[config.mk]
export PLATFORM = sky130hd
export DESIGN_NAME = gate_circuit_bist
export DESIGN_NICKNAME = d
export VERILOG_FILES = /design/src/rtl/gate_circuit_bist.sv
export SDC_FILE = /design/constraint.sdc
export NUM_CORES = 1
export LEC_CHECK = 0
export CORE_ASPECT_RATIO = 1.5
export CORE_UTILIZATION = 57
export CTS_CLUSTER_SIZE = 10
export DETAILED_ROUTE_END_ITERATION = 10
export PLACE_DENSITY = 0.88
export SLEW_MARGIN = 20
export SYNTH_ARGS = -nofsm -noshare
export SYNTH_HDL_FRONTEND = slang
export SYNTH_SLANG_ARGS = --single-unit
[constraint.sdc]
create_clock -name clk -period 5.7 [get_ports clk]
set_input_delay 0.57 -clock clk [delete_from_list [all_inputs] [get_ports clk]]
set_output_delay 0.57 -clock clk [all_outputs]
set_load 0.02 [all_outputs]
[src/rtl/gate_circuit_bist.sv]
// gate_circuit_bist: built-in self-test driver for the three-input gate
// circuit F = (~X & Y) | (Y & Z). It sweeps all eight {X,Y,Z} vectors,
// holds each for HOLD_CYCLES cycles, samples f on the last cycle of each
// window and compares it against EXPECTED.
//
// Optional feature macro: GATE_BIST_STOP_ON_FAIL_EN
//   defined   -> the first mismatch ends the sweep immediately
//   undefined -> all eight vectors are always swept
//
// Ports:
//   clk        in   system clock, rising edge
//   rst        in   asynchronous active-high reset
//   start      in   single-cycle sweep request (ignored while busy)
//   f          in   circuit-under-test output
//   x, y, z    out  registered drive to the circuit under test
//   busy       out  sweep in progress
//   done       out  sweep finished, results valid until next start
//   pass       out  valid with done; 1 when err_count == 0
//   err_count  out  number of mismatching vectors (0..8)
//   fail_mask  out  bit i set when vector i mismatched
module gate_circuit_bist #(
    parameter int unsigned HOLD_CYCLES = 4,
    parameter logic [7:0]  EXPECTED    = 8'h8C
) (
    input  logic       clk,
    input  logic       rst,
    input  logic       start,
    input  logic       f,
    output logic       x,
    output logic       y,
    output logic       z,
    output logic       busy,
    output logic       done,
    output logic       pass,
    output logic [3:0] err_count,
    output logic [7:0] fail_mask
);

    localparam logic [1:0] S_IDLE  = 2'd0;
    localparam logic [1:0] S_APPLY = 2'd1;
    localparam logic [1:0] S_DONE  = 2'd2;

    localparam logic [7:0] HOLD_LAST = 8'(HOLD_CYCLES - 1);
    localparam logic [3:0] ERR_MAX   = 4'd8;
    localparam logic [2:0] VEC_LAST  = 3'd7;

    logic [1:0] state_q, state_d;
    logic [2:0] vec_q, vec_d;
    logic [7:0] hold_q, hold_d;
    logic [3:0] err_q, err_d;
    logic [7:0] mask_q, mask_d;
    logic       busy_q, busy_d;
    logic       done_q, done_d;
    logic       pass_q, pass_d;
    logic [2:0] xyz_q, xyz_d;
    logic       mismatch;

    // Next-state, result update and registered-output precompute
    always_comb begin
        state_d  = state_q;
        vec_d    = vec_q;
        hold_d   = hold_q;
        err_d    = err_q;
        mask_d   = mask_q;
        mismatch = 1'b0;

        case (state_q)
            S_IDLE, S_DONE: begin
                if (start) begin
                    err_d   = 4'd0;
                    mask_d  = 8'd0;
                    vec_d   = 3'd0;
                    hold_d  = 8'd0;
                    state_d = S_APPLY;
                end
            end
            S_APPLY: begin
                hold_d = hold_q + 8'd1;
                if (hold_q == HOLD_LAST) begin
                    mismatch = (f != EXPECTED[vec_q]);
                    if (mismatch) begin
                        if (err_q < ERR_MAX) begin
                            err_d = err_q + 4'd1;
                        end
                        mask_d[vec_q] = 1'b1;
                    end
`ifdef GATE_BIST_STOP_ON_FAIL_EN
                    if (mismatch || vec_q == VEC_LAST) begin
                        state_d = S_DONE;
                    end else begin
                        vec_d  = vec_q + 3'd1;
                        hold_d = 8'd0;
                    end
`else
                    if (vec_q == VEC_LAST) begin
                        state_d = S_DONE;
                    end else begin
                        vec_d  = vec_q + 3'd1;
                        hold_d = 8'd0;
                    end
`endif
                end
            end
            default: begin
                state_d = S_IDLE;
            end
        endcase

        // Outputs are derived from the next state so they register with it
        busy_d = (state_d == S_APPLY);
        done_d = (state_d == S_DONE);
        pass_d = done_d && (err_d == 4'd0);
        xyz_d  = busy_d ? vec_d : 3'd0;
    end

    // State and output registers
    always_ff @(posedge clk or posedge rst) begin
        if (rst) begin
            state_q <= S_IDLE;
            vec_q   <= 3'd0;
            hold_q  <= 8'd0;
            err_q   <= 4'd0;
            mask_q  <= 8'd0;
            busy_q  <= 1'b0;
            done_q  <= 1'b0;
            pass_q  <= 1'b0;
            xyz_q   <= 3'd0;
        end else begin
            state_q <= state_d;
            vec_q   <= vec_d;
            hold_q  <= hold_d;
            err_q   <= err_d;
            mask_q  <= mask_d;
            busy_q  <= busy_d;
            done_q  <= done_d;
            pass_q  <= pass_d;
            xyz_q   <= xyz_d;
        end
    end

    assign {x, y, z}  = xyz_q;
    assign busy       = busy_q;
    assign done       = done_q;
    assign pass       = pass_q;
    assign err_count  = err_q;
    assign fail_mask  = mask_q;

endmodule

==> results of run 1 <==
kinds of logic after synthesis:
logic type	after synthesis
mux	6
flops	31
xor+xnor	3
compound gates	30
buf+inv	9
fa+ha+maj	3
simple gates	61
critical path, cell delays in order (launching register included):
cell and delay, ns:
dfrtp_1 0.48, ha_1 0.26, mux2i_1 0.19, xor2_1 0.47
nor3_2 0.12, mux2i_1 0.17, nor4_2 0.25
routing by layer:
metal	up-vias	part of all wire, %	track usage, %
met3	9	4.2	5.932
met4	0	3.7	15.63
met2	32	54	43.94
li1	549	-	-
met5	-	0	0
met1	541	38	26.83
registers in the layout, indices dropped and copies added (netlist names):
signal and count:
vec_q 3, hold_q 8, done 1, fail_mask 8
err_count 4, xyz_q 3, state_q 2, pass 1
busy 1
cell usage after synthesis:
master	n
nor4b_4	1
nor3_1	5
mux2i_1	6
inv_1	5
nor2b_1	4
nor4_4	1
nor2_1	14
xor2_1	1
or3b_2	1
or3_1	1
a41o_1	1
o21ai_0	13
xnor2_1	2
clkbuf_1	3
a21oi_1	1
a31oi_1	5
a22o_1	1
o41ai_1	1
nand2b_1	4
nor4_2	1
nor3b_1	2
dfrtp_1	31
nand2_1	18
and3_1	2
buf_2	1
o21a_1	4
nand3_1	5
o31ai_1	4
ha_1	3
nor3_2	1
nand4_4	1
area by class of cell:
type	count	area [um2]	area share, %
flip-flops and latches	31	775.7	44.57
inverters	5	18.77	1.078
repair buffers	21	210.2	12.08
multi-input cells	103	664.4	38.17
clock buffers	6	41.29	2.372
well taps	24	30.03	1.725
worst paths after layout:
check                          endpoint  slack [ns]         start  cells after the start
hold / removal             fail_mask[0]        0.50  fail_mask[0]                      1
max in group asynchronous     hold_q[2]        4.66           rst                      2
setup reg to reg                   pass        3.67      vec_q[1]                      6
min in group asynchronous  fail_mask[3]        0.63           rst                      2
hold reg to reg            fail_mask[0]        0.50  fail_mask[0]                      1
setup / recovery                   pass        3.67      vec_q[1]                      6
metrics by stage:
step / instance area [um2] / hold WS (ns) / setup WS (ns) / util, % / instances
floorplan: 1475 / 0.5029 / 3.916 / - / 143
global placement: 1699 / 0.4736 / 3.609 / 69.36 / 184
detailed placement: 1699 / 0.4828 / 3.576 / 69.36 / 184
CTS: 1740 / 0.5023 / 3.683 / 71.04 / 190
global route: 1740 / 0.5186 / 3.539 / 71.04 / 190
finish: 1740 / 0.4972 / 3.673 / 71.04 / 190
power breakdown:
group          switching, W  leakage, nW  total, W  internal [W]
logic              0.000246        0.321  0.000431      0.000185
registers         0.0000756        0.404  0.000371      0.000295
clock network     0.0000682       0.0242  0.000112     0.0000437
total              0.000390        0.749  0.000913      0.000524
==> Implementation_results.wiki, run 1 <==
{| class="wikitable"
! Metric !! Value
|-
| Result of the run || finished with violations
|-
| Violations in the final reports || DRC
|-
| Antenna Diode Count || 0
|-
| Sink count of the clock tree || 31
|-
| Adder and majority gate portion of the synthesized area || 2.545%
|-
| Achievable Freq || 493.3 MHz
|-
| Maximum number of pins on one net before global-route repair || 32
|-
| Post-CTS clock slew at the launch and capture registers of the worst setup and hold paths || 0.09 ns
|-
| CTS resizes || 0
|-
| Net count of the finished layout || 174
|-
| First DRT Iteration DRCs || 39
|-
| Overall track demand over capacity in global routing || 25.41%
|-
| Setup fix buffers added after clock tree synthesis || 0
|-
| Standby leakage power || 0.7488 nW
|-
| Max_slew headroom || 58.89%
|-
| Source-to-sink clock delay at the later pin of the worst-skew pair || 0.33 ns
|-
| Max-cap violation count || 0
|-
| Number of H-tree branching levels || 2
|-
| Final period utilization || 35.56%
|-
| Max Transition Viols Final || 0
|-
| Wire length of the first global-routing pass || 5106 um
|-
| Yosys Warn Count || 0
|-
| Number of nets with antenna violations after routing || 0
|-
| CP max FO || 8
|-
| Total Negative Setup Slacks || 0 ns
|-
| Most common cell after layout, fill and taps aside || dfrtp_1
|-
| Crit end category || flip-flop
|-
| Mean post-synth cell area || 10.32 um2
|-
| Global-route congestion overflow total || 0
|-
| Category of the most critical setup path || reg -> reg
|-
| Vias in the first global route || 1155
|-
| Core Footprint || 0.002450 mm2
|-
| Required time of the critical path || 5.94 ns
|-
| Relative area change from synthesis to final layout || 17.98%
|-
| Filler cells || 199
|-
| Routed via count divided by cell count || 5.953
|-
| Hold buffer count at cts || 0
|-
| TritonCTS Buffers || 5
|-
| Number of antenna violations at the first check in global routing || 0
|-
| Row cnt || 22
|-
| Post-synthesis cell type count || 31
|-
| Initial Utilization || 60.21%
|-
| Boundary Pins || 22
|-
| RSZ-0062 raised after global routing || false
|-
| Post-detailed-route wirelength per cell || 15.51 um
|-
| Compound-gate portion of the synthesized area || 12.81%
|-
| Area share of the leading cell type in the synthesized netlist || 52.59%
|-
| Synth Net Count || 150
|-
| Routed wire length || 2946 um
|-
| Critical Path Start Type || flip-flop
|-
| Top library cells by usage in the layout, fill and taps aside || 31 x dfrtp_1, 21 x clkdlybuf4s50_1, 18 x nand2_1, 14 x nor2_1, 13 x o21ai_0
|-
| Parity-gate share of the synthesized area counting xor and xnor cells || 1.781%
|-
| Library cell used as clock root buffer || clkbuf_4
|-
| Power per cell area || 524.7 mW/mm2
|-
| Cells after Synth || 143
|-
| Final setup violating endpoints || 0
|-
| Fraction of layout cells with a size suffix above 1 || 7.229%
|-
| Routability congestion estimate from global placement || 0.8786
|-
| Full die area || 0.002800 mm2
|-
| Worst slew pin tran || 0.6157 ns
|-
| Leading area contributor after synthesis || dfrtp_1
|-
| Worst IR Drop VDD || 289.9 uV
|-
| Residual DRC || 4
|-
| Top area cells in the synthesized netlist || dfrtp_1 53%, nand2_1 4.6%, o21ai_0 4.4%
|-
| Number of vias in the routed layout || 1131
|-
| Simple logic cell fraction of the synthesized area || 23.83%
|-
| Post-detail-place hpwl || 2155 um
|-
| Synth Cell Area || 0.001475 mm2
|-
| Worst clock skew || 0.009324 ns
|-
| Clock tree from TritonCTS || done
|-
| Arrival time reported for the critical path endpoint || 2.27 ns
|-
| Hold Crit Class || reg -> reg
|-
| Die Span X || 43.54 um
|-
| Hold Vio Cnt, Final || 0
|-
| Minimum clock period || 2.027 ns
|-
| Proportion of synthesized chip area in sequential cells || 52.59%
|-
| Main combinational cell family by area after synthesis || simple AND/OR/NAND/NOR gates
|-
| Deepest clock path buffer count || 2
|-
| Die H || 64.31 um
|-
| Synthesized flop and latch total || 31
|-
| Share of synthesized area spent on multiplexers || 4.071%
|-
| Count of TritonRoute iterations in the first routing pass || 9
|-
| Count of buffers inserted at the top-level ports || 21
|-
| Overall power || 0.0009131 W
|}
Power figures use the tool's default switching activity.
==> inputs of run 2 (changes only) <==
--- a/config.mk
+++ b/config.mk
@@ -6,10 +6,10 @@
 export NUM_CORES = 1
 export LEC_CHECK = 0
 export CORE_ASPECT_RATIO = 1.5
-export CORE_UTILIZATION = 57
+export CORE_UTILIZATION = 53
 export CTS_CLUSTER_SIZE = 10
 export DETAILED_ROUTE_END_ITERATION = 10
-export PLACE_DENSITY = 0.88
+export PLACE_DENSITY = 0.83
 export SLEW_MARGIN = 20
 export SYNTH_ARGS = -nofsm -noshare
 export SYNTH_HDL_FRONTEND = slang
==> constraint.sdc (replaced) <==
create_clock -name clk -period 2 [get_ports clk]
set_input_delay 0.2 -clock clk [delete_from_list [all_inputs] [get_ports clk]]
set_output_delay 0.2 -clock clk [all_outputs]
set_load 0.02 [all_outputs]
==> run 2 against run 1 <==
  * The run now ends clean
  * Sequential power rose to 2.8 times the previous value
  * Combinational power increased to 3.2 times the previous value
  * Clock power grew to 4.2 times the previous value
  * Cell area rose by 7.5%
  * Largest cell class unchanged
==> Implementation_results.wiki, run 2 (synthesis gave the netlist of run 1 again) <==
{| class="wikitable"
! Metric !! Value
|-
| Routability congestion estimate from global placement || 0.8054 (was 0.8786)
|-
| Maximum number of pins on one net before global-route repair || 32 (unchanged)
|-
| Residual DRC || 0 (was 4)
|-
| Worst slew pin tran || 0.4941 ns (was 0.6157 ns)
|-
| WP depth || 6 (unchanged)
|-
| Library cell used as clock root buffer || clkbuf_8 (was clkbuf_4)
|-
| Arrival time reported for the critical path endpoint || 2.04 ns (was 2.27 ns)
|-
| Post-CTS clock slew at the launch and capture registers of the worst setup and hold paths || 0.06 ns (was 0.09 ns)
|-
| Grt met1 use || 25.44% (was 26.83%)
|-
| Post-detailed-route wirelength per cell || 14.98 um (was 15.51 um)
|-
| Worst path top cell family by delay || compound AO/OA/AOI/OAI gates (was flip-flops)
|-
| Result of the run || finished clean (was finished with violations)
|-
| Busiest metal layer after global routing || met2 (unchanged)
|-
| Minimum clock period || 1.882 ns (was 2.027 ns)
|-
| Number of antenna violations at the first check in global routing || 0 (unchanged)
|-
| Crit-path cells || nor4_4 -> buf_4 -> a41o_1 -> nor2b_1 -> o21ai_0 -> o31ai_1 (was ha_1 -> mux2i_1 -> xor2_1 -> nor3_2 -> mux2i_1 -> nor4_2)
|-
| Fraction of the core area covered by cells at the end of the flow || 70.65% (was 71.04%)
|-
| Required time of the critical path || 2.15 ns (was 5.94 ns)
|-
| Hold Vio Cnt, Final || 0 (unchanged)
|-
| Deepest clock path buffer count || 2 (unchanged)
|-
| Post-route design area || 0.001871 mm2 (was 0.001740 mm2)
|-
| TritonCTS Buffers || 5 (unchanged)
|-
| Critical Path Start Type || flip-flop (unchanged)
|-
| Count of TritonRoute iterations in the first routing pass || 4 (was 9)
|-
| Filler cells || 200 (was 199)
|-
| Source-to-sink clock delay at the later pin of the worst-skew pair || 0.28 ns (was 0.33 ns)
|-
| Worst Path Buf+Inv || 1 (was 0)
|-
| CP max FO || 11 (was 8)
|-
| Row cnt || 23 (was 22)
|-
| Final setup slack of the worst path || 0.1177 ns (was 3.673 ns)
|-
| Number of nets with antenna violations after routing || 0 (unchanged)
|-
| Crit path from || hold_q[6] (was vec_q[1])
|-
| Most common cell after layout, fill and taps aside || dfrtp_1 (unchanged)
|-
| Multi-input combinational cell area || 678.2 um2 (was 664.4 um2)
|-
| Final period utilization || 94.12% (was 35.56%)
|-
| Wire length of the first global-routing pass || 5223 um (was 5106 um)
|-
| Crit Reg-Reg Endpoint || hold_q[5] (was pass)
|-
| R2R depth || 6 (unchanged)
|-
| Routed wire length || 3190 um (was 2946 um)
|-
| Full die area || 0.003003 mm2 (was 0.002800 mm2)
|-
| Initial Utilization || 55.72% (was 60.21%)
|-
| Hold Crit Class || in -> async (was reg -> reg)
|-
| Die H || 66.62 um (was 64.31 um)
|-
| Post-place instance area || 0.001760 mm2 (was 0.001699 mm2)
|-
| Category of the most critical setup path || reg -> reg (unchanged)
|-
| Count of buffers inserted at the top-level ports || 21 (unchanged)
|-
| Sink count of the clock tree || 31 (unchanged)
|-
| Die Span X || 45.08 um (was 43.54 um)
|-
| Clock tree from TritonCTS || done (unchanged)
|-
| Global-route track usage on met2 || 42.75% (was 43.94%)
|-
| Max Transition Viols Final || 0 (unchanged)
|-
| Total Negative Setup Slacks || 0 ns (unchanged)
|-
| Number of H-tree branching levels || 2 (unchanged)
|-
| Crit end category || flip-flop (unchanged)
|-
| Boundary Pins || 22 (unchanged)
|-
| Core Footprint || 0.002648 mm2 (was 0.002450 mm2)
|-
| First DRT Iteration DRCs || 28 (was 39)
|-
| Standby leakage power || 0.8069 nW (was 0.7488 nW)
|-
| Worst clock skew || 0.006247 ns (was 0.009324 ns)
|-
| Worst IR Drop VDD || 1002 uV (was 289.9 uV)
|-
| Slowest cell delay on critical path || 0.44 ns (was 0.48 ns)
|-
| Net count of the finished layout || 182 (was 174)
|-
| Vias in the first global route || 1185 (was 1155)
|-
| Setup Slack @ Placement || 0.06554 ns (was 3.576 ns)
|-
| Global-route congestion overflow total || 0 (unchanged)
|-
| Hold buffer count at cts || 0 (unchanged)
|-
| Worst setup slack for register-to-register paths || 0.12 ns (was 3.67 ns)
|-
| Top library cells by usage in the layout, fill and taps aside || 31 x dfrtp_1, 21 x clkdlybuf4s50_1, 18 x nand2_1, 14 x nor2_1, 13 x o21ai_0 (unchanged)
|-
| Worst R2R Start || hold_q[6] (was vec_q[1])
|-
| Max_slew headroom || 67.06% (was 58.89%)
|-
| Routed via count divided by cell count || 5.587 (was 5.953)
|-
| FF+latch area || 775.7 um2 (unchanged)
|-
| Antenna Diode Count || 0 (unchanged)
|-
| Fraction of layout cells with a size suffix above 1 || 13.07% (was 7.229%)
|-
| CP endpoint || hold_q[5] (was pass)
|-
| Relative area change from synthesis to final layout || 26.80% (was 17.98%)
|-
| Final setup violating endpoints || 0 (unchanged)
|-
| Worst-path cell with the longest stage delay || dfrtp_1 (unchanged)
|-
| Met3 usage || 5.691% (was 5.932%)
|-
| Post-detail-place hpwl || 2212 um (was 2155 um)
|-
| Overall track demand over capacity in global routing || 24.39% (was 25.41%)
|-
| Power per cell area || 1536 mW/mm2 (was 524.7 mW/mm2)
|-
| Max-cap violation count || 0 (unchanged)
|-
| Achievable Freq || 531.3 MHz (was 493.3 MHz)
|-
| Number of vias in the routed layout || 1190 (was 1131)
|}
==> run 2: per-layer routing <==
layer | wire [um] | up-vias
li1 | - | 566
met3 | 108 | 11
met4 | 94 | 0
met1 | 1246 | 580
met2 | 1741 | 33
met5 | 0 | -
==> run 2: worst min path at each step <==
stage          cells past startpoint            to  slack [ns]
2_1_floorplan                      1          busy        0.30
3_3_place_gp                       1  fail_mask[0]        0.48
3_5_place_dp                       1  fail_mask[0]        0.48
4_1_cts                            3          busy        0.30
5_1_grt                            3          pass        0.34
6_report                           3  err_count[0]        0.29
==> run 2: final cells by class <==
cell class              instances  area share (%)
flip-flops and latches         31           41.47
multi-input cells             103           36.25
clock inverters                 1          0.2676
clock buffers                   7           4.080
well taps                      37           2.475
repair buffers                 29           14.45
inverters                       5           1.003
==> run 2: worst min-delay path, delay by kind of cell <==
kind | cells | cell delay, ns
buf+inv | 3 | 0.78
==> run 2: stage by stage <==
stage	total power [W]	instances	hold WS [ns]
after global placement	0.002281	203	0.4753
after floorplan	0.001870	143	0.3035
after global routing	0.003070	213	0.3401
after CTS	0.002817	211	0.3043
final	0.002873	213	0.2854
after detailed placement	0.002340	203	0.4835
==> run 2: report_power, final <==
group	switching, W	internal [W]
sequential	0.000198	0.000842
combinational	0.000766	0.000600
clock	0.000223	0.000244
total	0.00119	0.00169
==> run 2: repair_timing <==
| action | in CTS | in global routing |
|---|---|---|
| endpoints found under the setup margin | 0 | 9 |
| setup buffers | 0 | 2 |
| gates resized for setup | 0 | 3 |
| hold endpoints to repair | 0 | 0 |
